$ cat src/rtl/velocity_broadcast_ctrl_if.sv
// Handshake and broadcast bus bundle for velocity_broadcast_ctrl.
// master = upstream datapath / bus observer side, slave = the controller.
interface velocity_broadcast_ctrl_if #(
  parameter int DATA_WIDTH    = 32,
  parameter int CELL_ID_WIDTH = 4
);
  logic                         in_valid;
  logic                         in_ready;
  logic [3*DATA_WIDTH-1:0]      in_data;
  logic [3*CELL_ID_WIDTH-1:0]   in_dst_cell;
  logic                         in_end;
  logic                         out_stall;
  logic                         motion_update_enable;
  logic [3*DATA_WIDTH-1:0]      out_data;
  logic [3*CELL_ID_WIDTH-1:0]   out_dst_cell;
  logic                         out_data_valid;

  modport master (
    output in_valid,
    output in_data,
    output in_dst_cell,
    output in_end,
    output out_stall,
    input  in_ready,
    input  motion_update_enable,
    input  out_data,
    input  out_dst_cell,
    input  out_data_valid
  );

  modport slave (
    input  in_valid,
    input  in_data,
    input  in_dst_cell,
    input  in_end,
    input  out_stall,
    output in_ready,
    output motion_update_enable,
    output out_data,
    output out_dst_cell,
    output out_data_valid
  );
endinterface

$ cat src/rtl/velocity_broadcast_ctrl.sv
// Motion-update broadcast controller: buffers tagged velocities and drives the cell-cache bus.
// Optional destination range filtering is enabled with `define DST_RANGE_CHECK_EN.
module velocity_broadcast_ctrl #(
  parameter int DATA_WIDTH      = 32,
  parameter int CELL_ID_WIDTH   = 4,
  parameter int CELL_DIM        = 4,
  parameter int FIFO_DEPTH      = 8,
  parameter int FIFO_ADDR_WIDTH = 3,
  parameter int SETTLE_CYCLES   = 3
) (
  input  logic                     clk,
  input  logic                     rst,
  input  logic                     start,
  velocity_broadcast_ctrl_if.slave bus,
  output logic                     busy,
  output logic                     done,
  output logic [15:0]              drop_count
);

  localparam int PAY_W = 3*DATA_WIDTH;
  localparam int CID_W = 3*CELL_ID_WIDTH;
  localparam int ENT_W = PAY_W + CID_W;
  localparam int CNT_W = FIFO_ADDR_WIDTH + 1;
  localparam int SET_W = $clog2(SETTLE_CYCLES + 1);

  if (FIFO_DEPTH != (1 << FIFO_ADDR_WIDTH)) begin : g_chk_depth
    $error("FIFO_DEPTH must equal 2**FIFO_ADDR_WIDTH");
  end
  if (SETTLE_CYCLES < 2) begin : g_chk_settle
    $error("SETTLE_CYCLES must be at least 2");
  end
  if (CELL_DIM < 1 || CELL_DIM >= (1 << CELL_ID_WIDTH)) begin : g_chk_dim
    $error("CELL_DIM must fit in CELL_ID_WIDTH bits");
  end

  typedef enum logic [1:0] {
    IDLE   = 2'd0,
    STREAM = 2'd1,
    SETTLE = 2'd2
  } state_e;

  state_e                     state_q, state_d;
  logic [FIFO_ADDR_WIDTH-1:0] wr_ptr_q, wr_ptr_d;
  logic [FIFO_ADDR_WIDTH-1:0] rd_ptr_q, rd_ptr_d;
  logic [CNT_W-1:0]           count_q, count_d;
  logic                       end_seen_q, end_seen_d;
  logic                       en_q, en_d;
  logic                       valid_q, valid_d;
  logic [PAY_W-1:0]           data_q, data_d;
  logic [CID_W-1:0]           dst_q, dst_d;
  logic [SET_W-1:0]           settle_q, settle_d;
  logic                       done_q, done_d;
  logic [15:0]                drop_q, drop_d;

  logic [ENT_W-1:0]           mem [FIFO_DEPTH];
  logic [ENT_W-1:0]           head;
  logic                       empty, full, accept, push, pop;

  assign empty        = (count_q == '0);
  // Full is judged on the pre-pop count, so a slot freed this cycle is not reused until the next.
  assign full         = (count_q == CNT_W'(FIFO_DEPTH));
  assign bus.in_ready = (state_q == STREAM) && !full && !end_seen_q;
  assign accept       = bus.in_valid && bus.in_ready;
  assign pop          = (state_q == STREAM) && !empty && !bus.out_stall;
  assign head         = mem[rd_ptr_q];

`ifdef DST_RANGE_CHECK_EN
  localparam logic [CELL_ID_WIDTH-1:0] DIM_MAX = CELL_ID_WIDTH'(CELL_DIM);

  function automatic logic coord_ok(input logic [CELL_ID_WIDTH-1:0] c);
    return (c != '0) && (c <= DIM_MAX);
  endfunction

  logic in_range;
  assign in_range = coord_ok(bus.in_dst_cell[3*CELL_ID_WIDTH-1:2*CELL_ID_WIDTH]) &&
                    coord_ok(bus.in_dst_cell[2*CELL_ID_WIDTH-1:CELL_ID_WIDTH])   &&
                    coord_ok(bus.in_dst_cell[CELL_ID_WIDTH-1:0]);
  assign push = accept && in_range;
`else
  assign push = accept;
`endif

  always_comb begin
    state_d    = state_q;
    end_seen_d = end_seen_q;
    en_d       = en_q;
    valid_d    = 1'b0;
    data_d     = '0;
    dst_d      = '0;
    settle_d   = settle_q;
    done_d     = 1'b0;
    drop_d     = drop_q;
    wr_ptr_d   = push ? wr_ptr_q + 1'b1 : wr_ptr_q;
    rd_ptr_d   = pop  ? rd_ptr_q + 1'b1 : rd_ptr_q;
    count_d    = count_q;
    if (push && !pop) begin
      count_d = count_q + CNT_W'(1);
    end else if (pop && !push) begin
      count_d = count_q - CNT_W'(1);
    end

    unique case (state_q)
      IDLE: begin
        if (start) begin
          state_d    = STREAM;
          en_d       = 1'b1;
          end_seen_d = 1'b0;
          drop_d     = '0;
        end
      end
      STREAM: begin
        if (bus.in_end) begin
          end_seen_d = 1'b1;
        end
        if (pop) begin
          valid_d = 1'b1;
          data_d  = head[PAY_W-1:0];
          dst_d   = head[ENT_W-1:PAY_W];
        end
`ifdef DST_RANGE_CHECK_EN
        if (accept && !in_range && (drop_q != '1)) begin
          drop_d = drop_q + 16'd1;
        end
`endif
        // No push can coincide with exit: in_ready is already low once end_seen is set.
        if (end_seen_q && empty && !pop) begin
          state_d  = SETTLE;
          en_d     = 1'b0;
          settle_d = SET_W'(SETTLE_CYCLES);
        end
      end
      SETTLE: begin
        if (settle_q == SET_W'(1)) begin
          state_d  = IDLE;
          settle_d = '0;
          done_d   = 1'b1;
        end else begin
          settle_d = settle_q - SET_W'(1);
        end
      end
      default: state_d = IDLE;
    endcase
  end

  always_ff @(posedge clk or posedge rst) begin
    if (rst) begin
      state_q    <= IDLE;
      wr_ptr_q   <= '0;
      rd_ptr_q   <= '0;
      count_q    <= '0;
      end_seen_q <= 1'b0;
      en_q       <= 1'b0;
      valid_q    <= 1'b0;
      data_q     <= '0;
      dst_q      <= '0;
      settle_q   <= '0;
      done_q     <= 1'b0;
      drop_q     <= '0;
    end else begin
      state_q    <= state_d;
      wr_ptr_q   <= wr_ptr_d;
      rd_ptr_q   <= rd_ptr_d;
      count_q    <= count_d;
      end_seen_q <= end_seen_d;
      en_q       <= en_d;
      valid_q    <= valid_d;
      data_q     <= data_d;
      dst_q      <= dst_d;
      settle_q   <= settle_d;
      done_q     <= done_d;
      drop_q     <= drop_d;
    end
  end

  always_ff @(posedge clk) begin
    if (push) begin
      mem[wr_ptr_q] <= {bus.in_dst_cell, bus.in_data};
    end
  end

  assign bus.motion_update_enable = en_q;
  assign bus.out_data_valid       = valid_q;
  assign bus.out_data             = data_q;
  assign bus.out_dst_cell         = dst_q;
  assign busy                     = (state_q != IDLE);
  assign done                     = done_q;
`ifdef DST_RANGE_CHECK_EN
  assign drop_count               = drop_q;
`else
  assign drop_count               = '0;
`endif

endmodule

$ cat src/flat_wrapper.sv
// flat-port wrapper written by rule: the top's interface ports become plain ports
module velocity_broadcast_ctrl_flat 
#(
  parameter int DATA_WIDTH      = 32,
  parameter int CELL_ID_WIDTH   = 4,
  parameter int CELL_DIM        = 4,
  parameter int FIFO_DEPTH      = 8,
  parameter int FIFO_ADDR_WIDTH = 3,
  parameter int SETTLE_CYCLES   = 3
)
  (clk, rst, start, busy, done, drop_count, bus_in_valid, bus_in_data, bus_in_dst_cell, bus_in_end, bus_out_stall, bus_in_ready, bus_motion_update_enable, bus_out_data, bus_out_dst_cell, bus_out_data_valid);
  velocity_broadcast_ctrl_if #(.DATA_WIDTH(DATA_WIDTH), .CELL_ID_WIDTH(CELL_ID_WIDTH)) bus_i ();
  input  logic clk;
  input  logic rst;
  input  logic start;
  output logic busy;
  output logic done;
  output logic [15:0] drop_count;
  input wire logic [$bits(bus_i.in_valid)-1:0] bus_in_valid;
  input wire logic [$bits(bus_i.in_data)-1:0] bus_in_data;
  input wire logic [$bits(bus_i.in_dst_cell)-1:0] bus_in_dst_cell;
  input wire logic [$bits(bus_i.in_end)-1:0] bus_in_end;
  input wire logic [$bits(bus_i.out_stall)-1:0] bus_out_stall;
  output wire logic [$bits(bus_i.in_ready)-1:0] bus_in_ready;
  output wire logic [$bits(bus_i.motion_update_enable)-1:0] bus_motion_update_enable;
  output wire logic [$bits(bus_i.out_data)-1:0] bus_out_data;
  output wire logic [$bits(bus_i.out_dst_cell)-1:0] bus_out_dst_cell;
  output wire logic [$bits(bus_i.out_data_valid)-1:0] bus_out_data_valid;
  assign bus_i.in_valid = bus_in_valid;
  assign bus_i.in_data = bus_in_data;
  assign bus_i.in_dst_cell = bus_in_dst_cell;
  assign bus_i.in_end = bus_in_end;
  assign bus_i.out_stall = bus_out_stall;
  assign bus_in_ready = bus_i.in_ready;
  assign bus_motion_update_enable = bus_i.motion_update_enable;
  assign bus_out_data = bus_i.out_data;
  assign bus_out_dst_cell = bus_i.out_dst_cell;
  assign bus_out_data_valid = bus_i.out_data_valid;
  velocity_broadcast_ctrl #(.DATA_WIDTH(DATA_WIDTH), .CELL_ID_WIDTH(CELL_ID_WIDTH), .CELL_DIM(CELL_DIM), .FIFO_DEPTH(FIFO_DEPTH), .FIFO_ADDR_WIDTH(FIFO_ADDR_WIDTH), .SETTLE_CYCLES(SETTLE_CYCLES)) u_core (.clk(clk), .rst(rst), .start(start), .bus(bus_i), .busy(busy), .done(done), .drop_count(drop_count));
endmodule
$ cat config.mk
export PLATFORM = sky130hd
export DESIGN_NAME = velocity_broadcast_ctrl_flat
export DESIGN_NICKNAME = d
export VERILOG_FILES = /design/src/rtl/velocity_broadcast_ctrl_if.sv /design/src/rtl/velocity_broadcast_ctrl.sv /design/src/flat_wrapper.sv
export SDC_FILE = /design/constraint.sdc
export NUM_CORES = 1
export LEC_CHECK = 0
export CAP_MARGIN = 20
export CORE_MARGIN = 10
export CORE_UTILIZATION = 55
export CTS_CLUSTER_DIAMETER = 80
export DETAILED_ROUTE_END_ITERATION = 10
export GPL_ROUTABILITY_DRIVEN = 0
export GPL_TIMING_DRIVEN = 1
export PLACE_DENSITY = 0.75
export SKIP_CTS_REPAIR_TIMING = 1
export SYNTH_ARGS = -nofsm -noshare
export SYNTH_HDL_FRONTEND = slang
export SYNTH_SLANG_ARGS = --single-unit
export TNS_END_PERCENT = 1
$ cat constraint.sdc
create_clock -name clk -period 26.4 [get_ports clk]
set_clock_uncertainty 0.1 [all_clocks]
set_input_delay 6.6 -clock clk [delete_from_list [all_inputs] [get_ports clk]]
set_output_delay 6.6 -clock clk [all_outputs]
set_load 0.01 [all_outputs]
==> impl_summary.md <==
Status
The flow ran to the end, and the final reports show no timing, DRC or antenna violations.

Critical path
The data required time at the worst endpoint is 26550 ps. The startpoint identified for the worst register-to-register timing path is u_core.state_q[1]. The nature of the critical path startpoint is a primary input. Along the worst path, the maximum fanout reaches 61.

On the critical path the largest part of the delay comes from buffers and inverters. The startpoint of the worst setup timing path is bus_in_valid. The data arrival time of the critical path is 9490 ps. The critical path contains buffers and inverters numbering 3 combined. STA classifies the critical path endpoint as a flip-flop. Traced cell by cell, the critical path runs through clkdlybuf4s50_1 > or3b_2 > nor2_4 > buf_4 > buf_4. On the worst path, the slowest cell contributes a delay of 920 ps. The worst setup path category is primary input to flip-flop. The most frequent cell on the critical path is sky130_fd_sc_hd__buf_4. The cell type of the slowest stage on the worst timing path is sky130_fd_sc_hd__buf_4.

STA
The worst path uses 35.4% of the clock period. Headroom to the max-slew limit came out at 31.1%. Setup total negative slack on the finished layout was measured at 0 ps. The total of endpoints with negative setup slack in the final report is 0.

The hold violation count in the final report came to 0. Setup repair after global routing left no endpoint under its margin. The time the worst path needs with I/O delays and setup is 9340 ps. The highest clock frequency the design can meet is 0.107 GHz. Final hold analysis gives a worst-case slack of 401 ps. For the pin with the worst max-slew slack, the measured transition is 1030 ps. The number of pins exceeding their max-slew limit in the final report is 0.

Clock network
CTS built an H-tree with a depth of 3. The clock drives 990 sinks. Counting along the longest clock path gives a buffer depth of 3. The clock transition at the registers of the reported paths is 60 ps. The clock tree root buffer cell is sky130_fd_sc_hd__clkbuf_16. The clock reaches the later pin of the worst-skew pair after 640 ps. TritonCTS built the clock tree. The CTS buffer count is 95.

Die
The initial utilization of the core area, before any placement, comes to 55.7%. The vertical die dimension is 276 um. The number of top-level design ports is 243.

The area of the die is 76100 um2. The total area inside the core boundary comes to 64600 um2. The number of rows in the core area is 93. The horizontal extent of the die is 276 um.

Power
The total design power is 4.43 mW. The total power density per cell area is 104 nW/um2. The largest voltage drop on the vdd net is 76.1 uV. For this design the static power due to leakage is 14.0 nW.

Final layout
In the final design database the tool counted 1881 nets. The area of all placed cells without fillers is 42400 um2. Cells fill 65.7% of the core in the end. Counting the fill cells in the layout gives 3943. The fraction of layout cells with a size suffix above 1 is 21.9%. The post-synthesis to final-layout area growth is 17.9%.

GRT
The number of antenna violations at the first check in global routing was 18. The global route total overflow is 0. The number of global-route vias before repair came to 17300. The first global-routing pass estimated 115000 um of wire. The total track usage is 20.5%.

Entering global routing, the biggest net connects 114 pins.

Synthesis
Yosys printed 0 warnings. The synthesized flop and latch total is 990. The portion of the post-synthesis area used by sequential elements is 80.9%. In this run, distinct cell masters in the synthesized netlist total 41. The total standard cell area after synthesis is 36000 um2. The post-synthesis instance total is 1485. Summed over all instances, the cell type with the most area after synthesis is sky130_fd_sc_hd__edfxtp_1. The number of enable flip-flop cells after synthesis is 864. The share of synthesized flip-flops with an asynchronous set or reset is 12.7%. The most used flip-flop cell after synthesis is sky130_fd_sc_hd__edfxtp_1. The share of synthesized area in the top cell type comes to 72.1%. Each instance of the synthesized netlist takes up on average 24.2 um2. By count the netlist is led by sky130_fd_sc_hd__edfxtp_1 (864), sky130_fd_sc_hd__mux4_2 (216), sky130_fd_sc_hd__dfrtp_1 (126), sky130_fd_sc_hd__a22o_1 (108), sky130_fd_sc_hd__buf_2 (35).

The most common cell in the synthesized netlist is sky130_fd_sc_hd__edfxtp_1. Ranked by total cell area, the synthesized netlist is headed by sky130_fd_sc_hd__edfxtp_1 (72%), sky130_fd_sc_hd__mux4_2 (14%), sky130_fd_sc_hd__dfrtp_1 (8.8%).

Place
The final HPWL from detailed placement is 40900 um. The total placed instance area is 39200 um2. The quantity of I/O buffers inserted on ports is 226.

Routing
The count of nets left with antenna violations once routing finished came out at 0. In the final routed layout, each cell accounts on average for 28.5 um. The number of DRC violations after detailed routing is 0. The first-pass iteration count of the detailed router is 5. The via count is 16400. The detailed router finished its first iteration with 1539 violations. The number of vias per cell after detailed routing is 6.06. The total length of routed wires is 77000 um.

Flow run
Max-cap violations in this run came to 0.

Worst hold path
The origin of the worst min-delay path is u_core.wr_ptr_q[2]. The path class of the tightest hold or removal check is flip-flop to flip-flop.
## per-stage QoR
step / std cells / worst slack, ps
3_5_place_dp: 2518 / 16400
2_1_floorplan: 1500 / 11590
6_report: 2705 / 17060
3_3_place_gp: 2518 / 16450
5_1_grt: 2702 / 16950
4_1_cts: 2696 / 17070
## final timing paths
kind / endpoint / slack, ps / depth (start not counted)
min in group asynchronous: u_core.bus.out_data[56] / 6470 / 2
min reg2reg: u_core.wr_ptr_q[2] / 400 / 1
max: u_core.mem[4][98] / 17060 / 5
max in group asynchronous: u_core.rd_ptr_q[0] / 18290 / 3
min: u_core.wr_ptr_q[2] / 400 / 1
max reg2reg: u_core.mem[5][34] / 22480 / 5
## worst reg2reg max path: cells and delay by family (launching register included)
| kind | cells | cell delay [ps] |
|---|---|---|
| buffers and inverters | 2 | 1530 |
| flip-flops | 1 | 470 |
| AND/OR/NAND/NOR | 3 | 1420 |
## metal layers
layer	GRT usage (%)	wire length (um)
met1	27.3	30700
met2	33.4	39200
met3	4.82	5390
met4	6.99	1660
met5	0	119
## report_power, final
| group | internal [mW] | leakage, nW | switching, mW |
|---|---|---|---|
| sequential | 1.87 | 9.42 | 0.113 |
| clock | 0.824 | 1.58 | 0.557 |
| combinational | 0.558 | 3.04 | 0.503 |
## placed cells by master, fill, tap and decap left out, types with 5 or more instances in the layout
cell                              instances
sky130_fd_sc_hd__clkbuf_16               98
sky130_fd_sc_hd__dfrtp_1                124
sky130_fd_sc_hd__clkdlybuf4s50_1        226
sky130_fd_sc_hd__clkinv_1                19
sky130_fd_sc_hd__nor2_4                   6
sky130_fd_sc_hd__edfxtp_1               864
sky130_fd_sc_hd__xnor2_1                  5
sky130_fd_sc_hd__clkbuf_1                20
sky130_fd_sc_hd__bufinv_16               11
sky130_fd_sc_hd__buf_4                   26
sky130_fd_sc_hd__diode_2                  9
sky130_fd_sc_hd__inv_1                    6
sky130_fd_sc_hd__conb_1                  16
sky130_fd_sc_hd__clkbuf_8                13
sky130_fd_sc_hd__a22o_1                 108
sky130_fd_sc_hd__clkinv_2                10
sky130_fd_sc_hd__ha_1                     6
sky130_fd_sc_hd__mux4_2                 216
## kinds of logic after synthesis
family          count (synthesis)  synth area share (%)
simple gates                   41                 0.748
mux                           222                  13.7
buf+inv                        97                  1.40
fa+ha+maj                       7                 0.264
flops                         990                  80.9
xor+xnor                        6                 0.146
compound gates                121                  2.87
other cells                     1                0.0104
## final cells by class
| type | count | area (um2) | area share [%] |
|---|---|---|---|
| flip-flops and latches | 990 | 29100 | 68.6 |
| multi-input cells | 413 | 6500 | 15.3 |
| clock buffers | 131 | 2710 | 6.38 |
| repair buffers | 253 | 2480 | 5.84 |
| well taps | 855 | 1070 | 2.52 |
| clock inverters | 47 | 526 | 1.24 |
| inverters | 7 | 31.3 | 0.0737 |
| diodes | 9 | 22.5 | 0.0531 |
## state kept, by name, indices dropped and copies added (netlist names)
register / flops
u_core.bus.out_dst_cell: 12
u_core.count_q: 4
u_core.bus.out_data: 96
u_core.done: 1
u_core.settle_q: 2
u_core.wr_ptr_q: 3
u_core.rd_ptr_q: 3
u_core.end_seen_q: 1
u_core.mem: 864
u_core.bus.motion_update_enable: 1
u_core.bus.out_data_valid: 1
u_core.state_q: 2
No activity file was read; power rests on OpenSTA's default activity.
